--- config.mk ---
export PLATFORM = sky130hd
export DESIGN_NAME = muldiv_iter_flat
export DESIGN_NICKNAME = d
export VERILOG_FILES = /design/src/rtl/muldiv_iter_if.sv /design/src/rtl/muldiv_iter.sv /design/src/flat_wrapper.sv
export SDC_FILE = /design/constraint.sdc
export NUM_CORES = 1
export LEC_CHECK = 0
export BUFFER_PORTS_ARGS = -buffer_cell sky130_fd_sc_hd__buf_4
export CAP_MARGIN = 25
export CORE_MARGIN = 3
export CORE_UTILIZATION = 35
export DETAILED_ROUTE_END_ITERATION = 12
export PLACE_DENSITY_LB_ADDON = 0.08
export SYNTH_ARGS = -nofsm -noshare
export SYNTH_HDL_FRONTEND = slang
export SYNTH_SLANG_ARGS = --single-unit
export TNS_END_PERCENT = 1
--- constraint.sdc ---
create_clock -name clk -period 4.89 [get_ports clk]
set_clock_uncertainty 0.05 [all_clocks]
set_input_delay 1.467 -clock clk [delete_from_list [all_inputs] [get_ports clk]]
set_output_delay 1.467 -clock clk [all_outputs]
set_load 0.02 [all_outputs]
--- src/rtl/muldiv_iter_if.sv ---
// rtl/muldiv_iter_if.sv - start/busy/done handshake and HI/LO result bundle for muldiv_iter
interface muldiv_iter_if #(
    parameter int WIDTH = 32
);
    logic             start;
    logic [1:0]       op;
    logic [WIDTH-1:0] a;
    logic [WIDTH-1:0] b;
    logic             flush;
    logic             busy;
    logic             done;
    logic [WIDTH-1:0] hi;
    logic [WIDTH-1:0] lo;
    logic             div_zero;

    // Pipeline side: issues operations and consumes results
    modport master (
        output start, op, a, b, flush,
        input  busy, done, hi, lo, div_zero
    );

    // Unit side
    modport slave (
        input  start, op, a, b, flush,
        output busy, done, hi, lo, div_zero
    );
endinterface

--- src/rtl/muldiv_iter.sv ---
// rtl/muldiv_iter.sv - iterative shift-add multiplier / restoring divider with HI/LO result registers
module muldiv_iter #(
    parameter int WIDTH = 32
) (
    input  logic         clk,
    input  logic         resetn,
    muldiv_iter_if.slave bus
);
    localparam int CNT_W = $clog2(WIDTH) + 1;

    typedef enum logic [1:0] {
        S_IDLE = 2'd0,
        S_MUL  = 2'd1,
        S_DIV  = 2'd2,
        S_FIN  = 2'd3
    } state_t;

    state_t             r_state;
    state_t             w_next;

    // Shared iteration counter; both engines retire one bit per cycle
    logic [CNT_W-1:0]   r_cnt;
    // MUL: {partial product high, multiplier shifting out}; DIV: {remainder, quotient}
    logic [2*WIDTH-1:0] r_acc;
    // Multiplicand magnitude for MUL, divisor magnitude for DIV
    logic [WIDTH-1:0]   r_opnd;
    logic [WIDTH-1:0]   r_a_orig;
    logic               r_is_div;
    logic               r_neg_q;
    logic               r_neg_r;
    logic               r_b_zero;

    logic [WIDTH-1:0]   r_hi;
    logic [WIDTH-1:0]   r_lo;
    logic               r_done;
    logic               r_div_zero;
    logic               w_busy;

    logic               w_a_neg;
    logic               w_b_neg;
    logic [WIDTH-1:0]   w_a_mag;
    logic [WIDTH-1:0]   w_b_mag;

    logic [WIDTH:0]     w_sum;
    logic [2*WIDTH-1:0] w_mul_next;
    logic [WIDTH:0]     w_rem_sh;
    logic               w_ge;
    logic [WIDTH-1:0]   w_sub;
    logic [2*WIDTH-1:0] w_div_next;

    logic [2*WIDTH-1:0] w_prod;
    logic [WIDTH-1:0]   w_quo;
    logic [WIDTH-1:0]   w_rem;
    logic [WIDTH-1:0]   w_fin_hi;
    logic [WIDTH-1:0]   w_fin_lo;

    // Operand magnitudes; op[0]=0 selects the signed variants
    always_comb begin
        w_a_neg = ~bus.op[0] & bus.a[WIDTH-1];
        w_b_neg = ~bus.op[0] & bus.b[WIDTH-1];
        w_a_mag = w_a_neg ? -bus.a : bus.a;
        w_b_mag = w_b_neg ? -bus.b : bus.b;
    end

    // One step of each engine; the carry out of the add becomes the new top bit after the shift
    always_comb begin
        w_sum      = {1'b0, r_acc[2*WIDTH-1:WIDTH]} + {1'b0, r_opnd};
        w_mul_next = r_acc[0] ? {w_sum, r_acc[WIDTH-1:1]}
                              : {1'b0, r_acc[2*WIDTH-1:1]};
        w_rem_sh   = {r_acc[2*WIDTH-1:WIDTH], r_acc[WIDTH-1]};
        w_ge       = (w_rem_sh >= {1'b0, r_opnd});
        w_sub      = w_rem_sh[WIDTH-1:0] - r_opnd;
        w_div_next = w_ge ? {w_sub, r_acc[WIDTH-2:0], 1'b1}
                          : {w_rem_sh[WIDTH-1:0], r_acc[WIDTH-2:0], 1'b0};
    end

    // Sign fixup and divide-by-zero override applied in FIN
    always_comb begin
        w_prod   = r_neg_q ? -r_acc : r_acc;
        w_quo    = r_neg_q ? -r_acc[WIDTH-1:0] : r_acc[WIDTH-1:0];
        w_rem    = r_neg_r ? -r_acc[2*WIDTH-1:WIDTH] : r_acc[2*WIDTH-1:WIDTH];
        w_fin_hi = r_is_div ? w_rem : w_prod[2*WIDTH-1:WIDTH];
        w_fin_lo = r_is_div ? w_quo : w_prod[WIDTH-1:0];
        if (r_b_zero) begin
            w_fin_hi = r_a_orig;
            w_fin_lo = '1;
        end
    end

    // State register
    always_ff @(posedge clk or negedge resetn) begin
        if (!resetn) begin
            r_state <= S_IDLE;
        end else begin
            r_state <= w_next;
        end
    end

    // Next-state: flush aborts from any active state and also beats a same-cycle start
    always_comb begin
        w_next = r_state;
        case (r_state)
            S_IDLE: begin
                if (bus.start && !bus.flush) begin
                    w_next = bus.op[1] ? S_DIV : S_MUL;
                end
            end
            S_MUL, S_DIV: begin
                if (bus.flush) begin
                    w_next = S_IDLE;
                end else if (r_cnt == CNT_W'(1)) begin
                    w_next = S_FIN;
                end
            end
            S_FIN: begin
                w_next = S_IDLE;
            end
            default: begin
                w_next = S_IDLE;
            end
        endcase
    end

    // Outputs: busy spans MUL/DIV/FIN so the stall drops as the result lands
    always_comb begin
        w_busy       = (r_state != S_IDLE);
        bus.busy     = w_busy;
        bus.done     = r_done;
        bus.hi       = r_hi;
        bus.lo       = r_lo;
        bus.div_zero = r_div_zero;
    end

    // Datapath: operand capture, iteration, and HI/LO write-back
    always_ff @(posedge clk or negedge resetn) begin
        if (!resetn) begin
            r_cnt      <= '0;
            r_acc      <= '0;
            r_opnd     <= '0;
            r_a_orig   <= '0;
            r_is_div   <= 1'b0;
            r_neg_q    <= 1'b0;
            r_neg_r    <= 1'b0;
            r_b_zero   <= 1'b0;
            r_hi       <= '0;
            r_lo       <= '0;
            r_done     <= 1'b0;
            r_div_zero <= 1'b0;
        end else begin
            r_done     <= 1'b0;
            r_div_zero <= 1'b0;
            case (r_state)
                S_IDLE: begin
                    if (bus.start && !bus.flush) begin
                        r_cnt    <= CNT_W'(WIDTH);
                        r_is_div <= bus.op[1];
                        r_opnd   <= bus.op[1] ? w_b_mag : w_a_mag;
                        r_acc    <= {{WIDTH{1'b0}}, (bus.op[1] ? w_a_mag : w_b_mag)};
                        r_neg_q  <= w_a_neg ^ w_b_neg;
                        r_neg_r  <= w_a_neg;
                        r_b_zero <= bus.op[1] & (bus.b == '0);
                        r_a_orig <= bus.a;
                    end
                end
                S_MUL: begin
                    r_acc <= w_mul_next;
                    r_cnt <= r_cnt - CNT_W'(1);
                end
                S_DIV: begin
                    r_acc <= w_div_next;
                    r_cnt <= r_cnt - CNT_W'(1);
                end
                S_FIN: begin
                    if (!bus.flush) begin
                        r_hi       <= w_fin_hi;
                        r_lo       <= w_fin_lo;
                        r_done     <= 1'b1;
                        r_div_zero <= r_b_zero;
                    end
                end
                default: begin
                    r_cnt <= '0;
                end
            endcase
        end
    end
endmodule

--- src/flat_wrapper.sv ---
// flat-port wrapper written by rule: the top's interface ports become plain ports
module muldiv_iter_flat 
#(
    parameter int WIDTH = 32
)
  (clk, resetn, bus_start, bus_op, bus_a, bus_b, bus_flush, bus_busy, bus_done, bus_hi, bus_lo, bus_div_zero);
  muldiv_iter_if #(.WIDTH(WIDTH)) bus_i ();
  input  logic clk;
  input  logic resetn;
  input wire logic [$bits(bus_i.start)-1:0] bus_start;
  input wire logic [$bits(bus_i.op)-1:0] bus_op;
  input wire logic [$bits(bus_i.a)-1:0] bus_a;
  input wire logic [$bits(bus_i.b)-1:0] bus_b;
  input wire logic [$bits(bus_i.flush)-1:0] bus_flush;
  output wire logic [$bits(bus_i.busy)-1:0] bus_busy;
  output wire logic [$bits(bus_i.done)-1:0] bus_done;
  output wire logic [$bits(bus_i.hi)-1:0] bus_hi;
  output wire logic [$bits(bus_i.lo)-1:0] bus_lo;
  output wire logic [$bits(bus_i.div_zero)-1:0] bus_div_zero;
  assign bus_i.start = bus_start;
  assign bus_i.op = bus_op;
  assign bus_i.a = bus_a;
  assign bus_i.b = bus_b;
  assign bus_i.flush = bus_flush;
  assign bus_busy = bus_i.busy;
  assign bus_done = bus_i.done;
  assign bus_hi = bus_i.hi;
  assign bus_lo = bus_i.lo;
  assign bus_div_zero = bus_i.div_zero;
  muldiv_iter #(.WIDTH(WIDTH)) u_core (.clk(clk), .resetn(resetn), .bus(bus_i));
endmodule
==> results of run 1 <==
-- power breakdown --
group | leakage, nW | internal, mW | switching [mW]
registers | 2.57 | 2.50 | 1.09
logic | 5.30 | 3.55 | 5.56
clock network | 0.421 | 1.21 | 0.820
total | 8.29 | 7.25 | 7.48
-- area by class of cell --
| class | count | area [um^2] | share of cell area |
|---|---|---|---|
| multi-input cells | 1621 | 10400 | 0.549 |
| well taps | 600 | 751 | 0.0397 |
| clock inverters | 10 | 148 | 0.00780 |
| inverters | 74 | 278 | 0.0147 |
| diodes | 2 | 5.00 | 0.000265 |
| clock buffers | 37 | 733 | 0.0388 |
| repair buffers | 186 | 1460 | 0.0772 |
| flip-flops and latches | 206 | 5150 | 0.272 |
-- sequential cells by signal, indices dropped and copies added, names as in the netlist, 2 cells and up --
name / count
u_core.bus.lo: 32
u_core.r_a_orig: 32
u_core.bus.hi: 32
u_core.r_acc: 64
u_core.r_cnt: 6
u_core.r_state: 2
u_core.r_opnd: 32
-- worst max path at each step --
stage | end | depth (start not counted)
3_3_place_gp | u_core.r_acc[28] | 10
3_5_place_dp | u_core.r_acc[28] | 10
6_report | u_core.r_acc[55] | 12
5_1_grt | u_core.r_acc[49] | 12
2_1_floorplan | u_core.r_acc[28] | 9
4_1_cts | u_core.r_acc[49] | 12
-- Yosys cell counts, types with 22 or more instances --
library cell	count	share of area
a22oi_1	30	0.014
nand3_1	22	0.0067
or3_1	30	0.011
or4_1	25	0.011
clkbuf_1	117	0.027
and3_1	23	0.0088
ha_1	74	0.057
nor3_1	36	0.011
xnor2_1	72	0.039
a21oi_1	223	0.068
mux2i_1	35	0.021
xor2_1	100	0.054
nand2b_1	27	0.010
nor2_1	182	0.042
a31oi_1	23	0.0088
a21o_1	26	0.012
o31ai_1	22	0.010
nand2_1	191	0.044
inv_1	74	0.017
o21ai_0	217	0.067
mux2_2	48	0.033
dfrtp_1	206	0.32
-- per-layer routing --
metal  wire length, um  GRT usage  vias to the layer above
met5                 0          0                        -
met4              2130     0.0727                        0
met3              4360     0.0515                       90
met2             29200      0.400                      474
met1             30100      0.364                     7729
li1                  -          -                     7507
-- worst min-delay path: stages (launching register included) --
cell and delay (ns):
dfrtp_1 0.35, nand2_1 0.05, nand2_1 0.05
-- cell usage in the layout (no fill, tap or decap), types with 22 or more instances in the layout --
| cell type | Yosys | final |
|---|---|---|
| or4_1 | 25 | 25 |
| dfrtp_1 | 206 | 206 |
| ha_1 | 74 | 73 |
| o21ai_0 | 217 | 217 |
| a21o_1 | 26 | 26 |
| nor2_1 | 182 | 181 |
| nand2_1 | 191 | 190 |
| nand3_1 | 22 | 22 |
| a21oi_1 | 223 | 223 |
| mux2i_1 | 35 | 35 |
| clkbuf_16 | 0 | 27 |
| a31oi_1 | 23 | 22 |
| xnor2_1 | 72 | 72 |
| buf_4 | 0 | 181 |
| nand2b_1 | 27 | 25 |
| o31ai_1 | 22 | 22 |
| and3_1 | 23 | 23 |
| nor3_1 | 36 | 36 |
| a22oi_1 | 30 | 30 |
| xor2_1 | 100 | 100 |
| mux2_2 | 48 | 48 |
| inv_1 | 74 | 74 |
| or3_1 | 30 | 30 |
-- per-stage QoR --
step / cells / utilization / total power, mW / hold slack (ns)
2_1_floorplan: 2041 / - / 9.42 / 0.392
3_3_place_gp: 2686 / 0.393 / 12.6 / 0.408
3_5_place_dp: 2686 / 0.393 / 12.6 / 0.420
4_1_cts: 2733 / 0.413 / 14.7 / 0.434
5_1_grt: 2734 / 0.413 / 15.9 / 0.453
6_report: 2736 / 0.413 / 14.7 / 0.427
-- cells by family after synthesis --
logic type / synth area share
xor gates and xnor gates: 0.0923
DFF: 0.316
AOI/OAI and AO/OA: 0.254
buffers and inverters: 0.0500
and+or+nand+nor: 0.174
adders and majority gates: 0.0592
muxes: 0.0546
==> run_results.csv, run 1 <==
group,metric,value,unit
clocking,cts_tree,"built",
clocking,clock-sinks,206,
layout,area_growth,15.9,%
clocking,cts_made_buffers,27,
clocking,hold_buffers,0,
logic_synthesis,ys_seq_area_frac,0.316,
setup_path,critPathBufInv,1,
layout,drive_gt1_frac,0.138,
timing,drv_slew,0,
timing,min_period,3.95,ns
floorplanning,start_util,0.357,
clocking,insertion_delay,0.58,ns
floorplanning,core,45800,um^2
layout,nets,2262,
pwr,vdd_ir_drop_max,0.348,mV
floorplanning,ios,137,
placed_design,io_buffer_count,136,
setup_path,arrival,4.35,ns
setup_path,r2r_end,"u_core.r_acc[55]",
clocking,clk_pin_slew_worst_paths,0.06,ns
clocking,htreeDepth,1,
hold_path,hold_path_class,"reg2reg",
job,maxCapViolations,0,
clocking,cts-root-buf,"clkbuf_16",
setup_path,crit_top_cell,"o21ai_0",
setup_path,criticalPathCategory,"reg2reg",
logic_synthesis,syn-cell-area,16300,um^2
pwr,powerDensity,778,nW/um^2
logic_synthesis,synth_cells,2041,
run_status,status,"finished, final reports clean",
logic_synthesis,synth_edf_count,0,
logic_synthesis,synth_flop_cell,"dfrtp_1",
placed_design,dpl-instance-area,18000,um^2
timing,worst_slack,0.937,ns
detailed_routing,wl,65700,um
logic_synthesis,yosysWarnings,0,
detailed_routing,drc,0,
detailed_routing,dr.first_iter.drc_count,1445,
setup_path,slowest_stage,"o31ai_1",
setup_path,startpoint_type,"register",
setup_path,critPathCaptureType,"register",
logic_synthesis,yosysUniqueCellTypes,71,
setup_path,worstPathMaxFanout,7,
timing,setup_viol,0,
timing,rsz0062_at_grt,"no",
detailed_routing,wl_per_cell,24.0,um
clocking,cts_resized,0,
floorplanning,die_height,222,um
logic_synthesis,synth_area_per_cell,8.00,um^2
placed_design,place_ws,0.647,ns
hold_path,min_to,"u_core.bus.lo[0]",
detailed_routing,vias,15800,
pwr,leakage,8.29,nW
timing,max_freq,0.253,GHz
clocking,cts_max_path_buffers,3,
grt,grt_pass1_wl,97900,um
floorplanning,fp.dieW,222,um
hold_path,hold_depth,2,
detailed_routing,viasPerCell,5.77,
setup_path,reg2regPathDepth,12,
setup_path,max_stage_delay,0.70,ns
setup_path,r2r-start,"u_core.r_acc[32]",
grt,gr-total-overflow,0,
grt,grt_usage,0.258,
setup_path,crit_family,"compound AO/OA/AOI/OAI gates",
setup_path,path_cells,"ha_1 > inv_1 > fa_1 > nor2b_1 > o31a_1 > o31ai_1 > o22ai_1 > nor2_1 > o21ai_0 > xnor2_1 > a222oi_1 > o21ai_0",
hold_path,min_from,"u_core.bus.lo[0]",
setup_path,reg2reg_slack,0.94,ns
timing,worst_pin_slew,0.982,ns
setup_path,cp-startpoint,"u_core.r_acc[32]",
placed_design,gp_congestion,0.926,
logic_synthesis,ys_ff_latch,206,
layout,fillers,4728,
timing,maxSlewHeadroom,0.346,
floorplanning,rows,78,
grt,grt_max_degree,104,
detailed_routing,antenna_left,0,
logic_synthesis,syn-num-nets,2187,
setup_path,critical_path_required,5.28,ns
clocking,post_cts_buffers,0,
grt,antenna_found_initial,0,
timing,finalHoldViolCount,0,
logic_synthesis,ys_async_sr_fraction,1.00,
placed_design,dpl.hpwl,51000,um
grt,grt_pass1_vias,15100,
timing,setup-tns-final,0,ns
floorplanning,dieArea,49300,um^2
timing,post-route-period-util,0.808,
detailed_routing,drtPass1Iterations,5,
layout,fin_area,18900,um^2
Power figures use the tool's default switching activity.
==> inputs of run 2 (changes only) <==
==> constraint.sdc (replaced) <==
create_clock -name clk -period 3.9 [get_ports clk]
set_clock_uncertainty 0.05 [all_clocks]
set_input_delay 1.17 -clock clk [delete_from_list [all_inputs] [get_ports clk]]
set_output_delay 1.17 -clock clk [all_outputs]
set_load 0.02 [all_outputs]
==> run 2 against run 1 <==
Net effect:
- highest routed layer unchanged
- combinational power increased by 31%
- worst hold slack got worse by 0.012 ns
- setup slack got worse by 0.71 ns
- clock power increased by 25%
- critical endpoint unchanged
- clock-buffer cell count decreased by 1
- register-to-register slack got worse by 0.71 ns
- maximum frequency increased by 7.7%
- cell count increased by 2.4%
- total power increased by 27%
- sequential power increased by 21%
==> run_results.csv, run 2 (synthesis results as in run 1) <==
group,metric,value,unit
detailed_routing,vias,16100,
layout,fillers,4665,
placed_design,place_ws,0.117,ns
layout,final_common_cell,"buf_4",
layout,layout_common_cells,"249 x buf_4, 223 x a21oi_1, 217 x o21ai_0, 206 x dfrtp_1, 190 x nand2_1",
layout,largest_reg_flops,64,
floorplanning,fp.dieW,222,um
placed_design,dpl.hpwl,51800,um
floorplanning,dieArea,49300,um^2
timing,finalHoldViolCount,0,
timing,worst_pin_slew,0.855,ns
timing,maxSlewHeadroom,0.430,
clocking,post_cts_buffers,0,
floorplanning,ios,137,
floorplanning,rows,78,
setup_path,endpoint,"u_core.r_acc[55]",
layout,instances_no_fill,2803,
clocking,cts_resized,0,
floorplanning,start_util,0.357,
setup_path,reg2regPathDepth,12,
detailed_routing,antenna_left,0,
placed_design,gp_congestion,0.956,
grt,grt_pass1_wl,98100,um
grt,grt_usage,0.258,
timing,setup_viol,0,
detailed_routing,drtPass1Iterations,6,
pwr,vdd_ir_drop_max,0.355,mV
detailed_routing,drc,0,
pwr,p_total,18.8,mW
detailed_routing,wl,65500,um
clocking,insertion_delay,0.57,ns
setup_path,r2r-start,"u_core.r_acc[33]",
setup_path,criticalPathCategory,"reg2reg",
clocking,cts_tree,"built",
timing,min_period,3.67,ns
detailed_routing,wl_per_cell,23.4,um
timing,rsz0062_at_grt,"no",
clocking,cts_max_path_buffers,3,
setup_path,startpoint_type,"register",
layout,area_growth,18.8,%
grt,grt_max_degree,74,
clocking,clock-sinks,206,
timing,worst_slack,0.231,ns
run_status,status,"finished, final reports clean",
setup_path,critPathCaptureType,"register",
detailed_routing,dr.first_iter.drc_count,1398,
placed_design,io_buffer_count,136,
placed_design,dp.cells,2753,
setup_path,reg2reg_slack,0.23,ns
floorplanning,die_height,222,um
pwr,leakage,8.60,nW
timing,drv_slew,0,
clocking,htreeDepth,1,
setup_path,cp-startpoint,"u_core.r_acc[33]",
detailed_routing,viasPerCell,5.75,
clocking,cts-root-buf,"clkbuf_16",
setup_path,r2r_end,"u_core.r_acc[55]",
setup_path,worstPathMaxFanout,9,
timing,max_freq,0.273,GHz
floorplanning,core,45800,um^2
grt,gr-total-overflow,0,
grt,grt_pass1_vias,15300,
grt,antenna_found_initial,0,
layout,nets,2328,
clocking,clk_pin_slew_worst_paths,0.06,ns
layout,top_register,"u_core.r_acc",
setup_path,arrival,4.05,ns
layout,seq_area,5150,um^2
pwr,powerDensity,967,nW/um^2
layout,drive_gt1_frac,0.166,
setup_path,critical_path_required,4.28,ns
clocking,cts_made_buffers,27,
timing,post-route-period-util,0.941,
job,maxCapViolations,0,
clocking,hold_buffers,0,
layout,multi_input_area,10400,um^2
timing,setup-tns-final,0,ns
hold_path,hold_path_class,"reg2reg",
[run 2: worst min path at each step]
stage / startpoint / cells past startpoint / end
final: u_core.bus.lo[0] / 2 / u_core.bus.lo[0]
after global routing: u_core.bus.lo[0] / 2 / u_core.bus.lo[0]
after CTS: u_core.bus.lo[0] / 2 / u_core.bus.lo[0]
after detailed placement: u_core.bus.lo[0] / 2 / u_core.bus.lo[0]
after global placement: u_core.bus.lo[0] / 2 / u_core.bus.lo[0]
after floorplan: u_core.r_a_orig[1] / 2 / u_core.r_a_orig[1]
[run 2: through the flow]
stage | cell area (um^2) | hold WS, ns | util
floorplan | 16300 | 0.392 | -
global placement | 18500 | 0.405 | 0.404
detailed placement | 18500 | 0.408 | 0.404
CTS | 19400 | 0.421 | 0.424
global route | 19400 | 0.456 | 0.424
finish | 19400 | 0.414 | 0.424
[run 2: layout make-up]
cell class | instances | share of cell area
Tap cell | 600 | 0.0387
Inverter | 74 | 0.0143
Multi-Input combinational cell | 1621 | 0.536
Sequential cell | 206 | 0.266
Timing Repair Buffer | 252 | 0.0992
Antenna cell | 1 | 0.000129
Clock buffer | 36 | 0.0392
Clock inverter | 13 | 0.00678
[run 2: power breakdown]
| part | total (mW) | internal [mW] | switching [mW] |
|---|---|---|---|
| clock network | 2.54 | 1.50 | 1.04 |
| registers | 4.33 | 3.13 | 1.19 |
| logic | 11.9 | 4.72 | 7.17 |
| total | 18.8 | 9.35 | 9.41 |
[run 2: critical path: stages, from the launching register on]
cell and delay, ns:
dfrtp_1 0.55, inv_1 0.20, fa_1 0.47, nor2b_1 0.18
o31a_1 0.21, o31ai_1 0.09, buf_4 0.16, o22ai_1 0.32
nor2_1 0.16, o21ai_0 0.46, xnor2_1 0.12, a222oi_1 0.39
o21ai_0 0.16
[run 2: per-layer routing]
| layer | track usage | routed length, um | vias to the layer above |
|---|---|---|---|
| met5 | 0 | 0 | - |
| met4 | 0.0663 | 1750 | 0 |
| met3 | 0.0430 | 4670 | 83 |
| met2 | 0.405 | 29300 | 580 |
| met1 | 0.368 | 29800 | 7809 |
| li1 | - | - | 7632 |
